$ cat src/rtl/hazard_detect_unit.sv
// ID-stage hazard detector: load-use and mult/div-busy stalls, branch/jump flushes,
// and the registered load-use bubble tag consumed by the forwarding unit.
module hazard_detect_unit #(
    parameter int unsigned MD_CYCLES = 4
) (
    input  logic       clk,
    input  logic       rst,
    input  logic [4:0] rs_id,
    input  logic [4:0] rt_id,
    input  logic       use_rs_id,
    input  logic       use_rt_id,
    input  logic       md_use_id,
    input  logic       jump_id,
    input  logic [4:0] rw_ex,
    input  logic       regWr_ex,
    input  logic       memRd_ex,
    input  logic       md_start_ex,
    input  logic       branch_taken_ex,
    output logic       pcWr,
    output logic       ifidWr,
    output logic       ifidFlush,
    output logic       idexFlush,
    output logic [1:0] bubble,
    output logic       md_busy
);

    localparam logic [3:0] MD_LOAD = 4'(MD_CYCLES);

    logic [3:0] md_cnt_q, md_cnt_d;
    logic [1:0] bubble_q, bubble_d;
    logic       lu_hit;
    logic       md_hit;

    assign lu_hit = memRd_ex & regWr_ex & (rw_ex != 5'd0) &
                    ((use_rs_id & (rs_id == rw_ex)) | (use_rt_id & (rt_id == rw_ex)));
    assign md_busy = (md_cnt_q != 4'd0);
    assign md_hit  = md_busy & md_use_id;
    assign bubble  = bubble_q;

    // A flush does not touch the counter: the issued mult/div is architectural.
    always_comb begin
        md_cnt_d = md_cnt_q;
        if (md_start_ex) begin
            md_cnt_d = MD_LOAD;
        end else if (md_cnt_q != 4'd0) begin
            md_cnt_d = md_cnt_q - 4'd1;
        end
        bubble_d = (lu_hit & ~branch_taken_ex) ? 2'b01 : 2'b00;
    end

    // NOTE: state registers use non-blocking assignments so every flop samples pre-edge values.
    always_ff @(posedge clk or posedge rst) begin
        if (rst) begin
            md_cnt_q <= 4'd0;
            bubble_q <= 2'b00;
        end else begin
            md_cnt_q <= md_cnt_d;
            bubble_q <= bubble_d;
        end
    end

    // Stall/flush control is zero-latency; branch flush outranks every stall source.
    always_comb begin
        // NOTE: defaults first so no path through the priority chain leaves an output unassigned (no latch).
        pcWr      = 1'b1;
        ifidWr    = 1'b1;
        ifidFlush = 1'b0;
        idexFlush = 1'b0;
        if (rst) begin
            pcWr      = 1'b0;
            ifidWr    = 1'b0;
            ifidFlush = 1'b1;
            idexFlush = 1'b1;
        end else if (branch_taken_ex) begin
            ifidFlush = 1'b1;
            idexFlush = 1'b1;
        end else if (lu_hit || md_hit) begin
            pcWr      = 1'b0;
            ifidWr    = 1'b0;
            idexFlush = 1'b1;
        end else if (jump_id) begin
            ifidFlush = 1'b1;
        end
    end

endmodule

$ cat config.mk
export PLATFORM = sky130hd
export DESIGN_NAME = hazard_detect_unit
export DESIGN_NICKNAME = d
export VERILOG_FILES = /design/src/rtl/hazard_detect_unit.sv
export SDC_FILE = /design/constraint.sdc
export NUM_CORES = 1
export LEC_CHECK = 0
export CORE_MARGIN = 2
export CORE_UTILIZATION = 33
export DETAILED_ROUTE_END_ITERATION = 6
export GPL_ROUTABILITY_DRIVEN = 0
export PLACE_DENSITY = 0.77
export SLEW_MARGIN = 30
export SYNTH_ARGS = -nofsm -noshare
export SYNTH_HDL_FRONTEND = slang
export SYNTH_SLANG_ARGS = --single-unit
$ cat constraint.sdc
create_clock -name clk -period 2.47 [get_ports clk]
set_input_delay 0.3705 -clock clk [delete_from_list [all_inputs] [get_ports clk]]
set_output_delay 0.3705 -clock clk [all_outputs]
set_load 0.1 [all_outputs]
==> results of run 1 <==
placed cells by master (no fill, tap or decap), types with 3 or more instances in the layout:
master and count:
clkdlybuf4s50_1 24, xnor2_1 8, buf_4 7, inv_1 5, nor2_1 5, dfrtp_1 5, buf_12 4, nor3_1 3
xnor2_2 3, clkbuf_4 3
worst register-to-register path: cells and delay by family (launching register included):
family | cells | cell delay [ns]
xor gates and xnor gates | 1 | 0.17
adders and majority gates | 1 | 0.18
DFF | 1 | 0.39
buffers and inverters | 1 | 0.08
and+or+nand+nor | 2 | 0.49
kinds of logic (layout without fill, tap and decap cells):
family	Yosys count	in the layout
flip-flops	5	5
AND/OR/NAND/NOR	16	16
other	1	1
AO/OA/AOI/OAI	13	13
XOR/XNOR	11	11
adder cells (fa/ha/maj)	2	2
buffers and inverters	8	44
per-stage QoR:
stage	area, sq um	setup TNS (ns)	util (%)
finish	902	0	70.2
global route	902	0	70.2
CTS	902	0	70.2
detailed placement	876	0	68.2
global placement	876	0	68.2
floorplan	537	-0.340	-
synth_stat cells, drive strengths merged, types with 2 or more instances:
library cell  number  area share, %
dfrtp              5             28
nor3               3            3.3
a21oi              4            4.4
o21ai              3            3.3
o211ai             2            4.4
nand4              2            2.8
inv                5            4.1
nand2              3            2.5
xnor2             11             21
nor2               5            4.1
buf                2            3.3
ha                 2            5.5
worst paths after layout:
check | endpoint | slack [ns] | start | cells past startpoint
setup / recovery | pcWr | 0.05 | rw_ex[1] | 6
hold / removal | md_cnt_q[2] | 0.41 | rst | 2
setup reg to reg | md_cnt_q[0] | 1.04 | md_cnt_q[0] | 5
hold reg to reg | md_cnt_q[2] | 0.55 | md_cnt_q[2] | 1
max in group asynchronous | md_cnt_q[1] | 1.87 | rst | 2
min in group clk | md_cnt_q[2] | 0.55 | md_cnt_q[2] | 1
flip-flops by register name (all words and copies together) (netlist names):
| register | flops |
|---|---|
| md_cnt_q | 4 |
| bubble | 1 |
power by group through the flow:
| stage | Clock, mW | Combinational, mW | Sequential, mW |
|---|---|---|---|
| floorplan | 0 | 0.283 | 0.126 |
| global placement | 0 | 0.346 | 0.129 |
| detailed placement | 0 | 0.356 | 0.130 |
| CTS | 0.0984 | 0.357 | 0.129 |
| global route | 0.104 | 0.383 | 0.133 |
| finish | 0.0934 | 0.354 | 0.129 |
metal layers:
layer / GRT usage (%) / vias to the layer above
met1: 17.9 / 231
li1: - / 264
met3: 9.24 / 4
met5: 0 / -
met4: 6.67 / 0
met2: 35.2 / 17
cell type report:
class	count	area [sq um]	area share (%)
Clock buffer	4	26.3	2.91
Inverter	5	18.8	2.08
Multi-Input combinational cell	43	340	37.7
Sequential cell	5	125	13.9
Tap cell	15	18.8	2.08
Timing Repair Buffer	35	373	41.3
==> impl_metrics.ini, run 1 <==
[status]
outcome = completed

[synthesis]
syn_area_per_cell_sq_um = 8.09
synth-xor-area-share_pct = 21.3
synthAdderAreaFrac_pct = 5.52
syn_area_sq_um = 453
synth_top_family_by_area = XOR/XNOR gates
yosys.cell_types.count = 22
synth_top_flop_cell = dfrtp_1
synth_mux_area_share_pct = 0
synth-simple-area-share_pct = 17.7
syn_inst = 56
ys_seq_area_share_pct = 27.6
ys_async_sr_fraction_pct = 100
synth_compound_area_share_pct = 18.8
synth_nets = 83
synth_seq_cells = 5
ys_warn_count = 0
synth_edf_count = 0

[power]
total_power_uw = 577
sw_frac_of_total_pct = 44.9
p_leak_nw = 0.374
pwr-share-clk_pct = 16.2
peakVddDrop_mv = 0.435
switchingPower_uw = 259
internal_power_uw = 318
powerDensity_mw_per_mm2 = 639
seq_power_share_pct = 22.4
power_frac_comb_pct = 61.4

[timing]
clock_skew_ns = 0.00816
hold_viol_final = 0
period_share_pct = 98.1
finalCriticalPeriod_ns = 2.42
final_max_slew_viol_count = 0
fin_ws_ns = 0.0473
whs_ns = 0.411
setup_viol = 0
fmax_mhz = 413
rsz0062_at_grt = no

[route]
final_antenna_net_count = 0
routed_via_density = 4.82
drtIter0Drc = 6
highest_layer = met4
drtPass1Iterations = 2
met3WireLength_um = 89
avgRoutedWirePerCell_um = 12.7
wl_met2_um = 732
met1_length_um = 511
drc = 0
drt-total-wl_um = 1360
route.vias.total = 516

[final_layout]
fin_cells = 107
area_growth_pct = 99.2
drive_gt1_share_pct = 23.9
nets = 120
antenna_cells = 0
fill_cells = 105

[global_routing]
antenna_found_initial = 0
grt_pass1_wl_um = 1960
grt_usage_pct = 19.1
grt_max_degree = 7
grt_pass1_vias = 448
grt-ovfl-total = 0

[die]
initial_core_util_pct = 35.2
fp.dieArea_sq_mm = 0.00168
die_w_um = 41.0
row_count = 13
core_area_sq_mm = 0.00128
io_pins = 32
die_h_um = 41.0

[clock_tree]
cts-root-buf = clkbuf_4
cts-resized-gates = 0
hold_buffers = 0
cts_post_setup_buffers_inserted = 0
insertion_delay_ns = 0.24
numClockSinks = 5
path_clk_slew_ns = 0.05
cts_tree = done
numCtsBuffers = 3
clockBufferDepth = 2
htree_levels = 1

[critical_path]
crit_fanout = 3
path_class = in -> out
arrival_ns = 2.05
path_cells = clkdlybuf4s50_1, or4_1, o211ai_2, nor2_1, a21oi_4, buf_12
cpLargestDelayFamily = simple AND/OR/NAND/NOR gates
cp-start-kind = primary input
path_buf_inv = 2
end_kind = primary output
cp.required_ns = 2.10
cp_slowest_cell = or4_1
slowest_delay_ns = 0.54

[job]
drv_cap = 0

[place]
place_inst = 103
place_hpwl_um = 1200
io_buffer_count = 30
pre_cts_slack_ns = 0.0414

[min_path]
holdCritPathClass = in -> async
No activity file was read; power rests on OpenSTA's default activity.
==> run 2: changes to the inputs <==
--- a/config.mk
+++ b/config.mk
@@ -7,6 +7,7 @@
 export LEC_CHECK = 0
 export CORE_MARGIN = 2
 export CORE_UTILIZATION = 33
+export CTS_CLUSTER_DIAMETER = 30
 export DETAILED_ROUTE_END_ITERATION = 6
 export GPL_ROUTABILITY_DRIVEN = 0
 export PLACE_DENSITY = 0.77
==> results of run 2 <==
Final layout, timing and power as in run 1 (identical DEF).
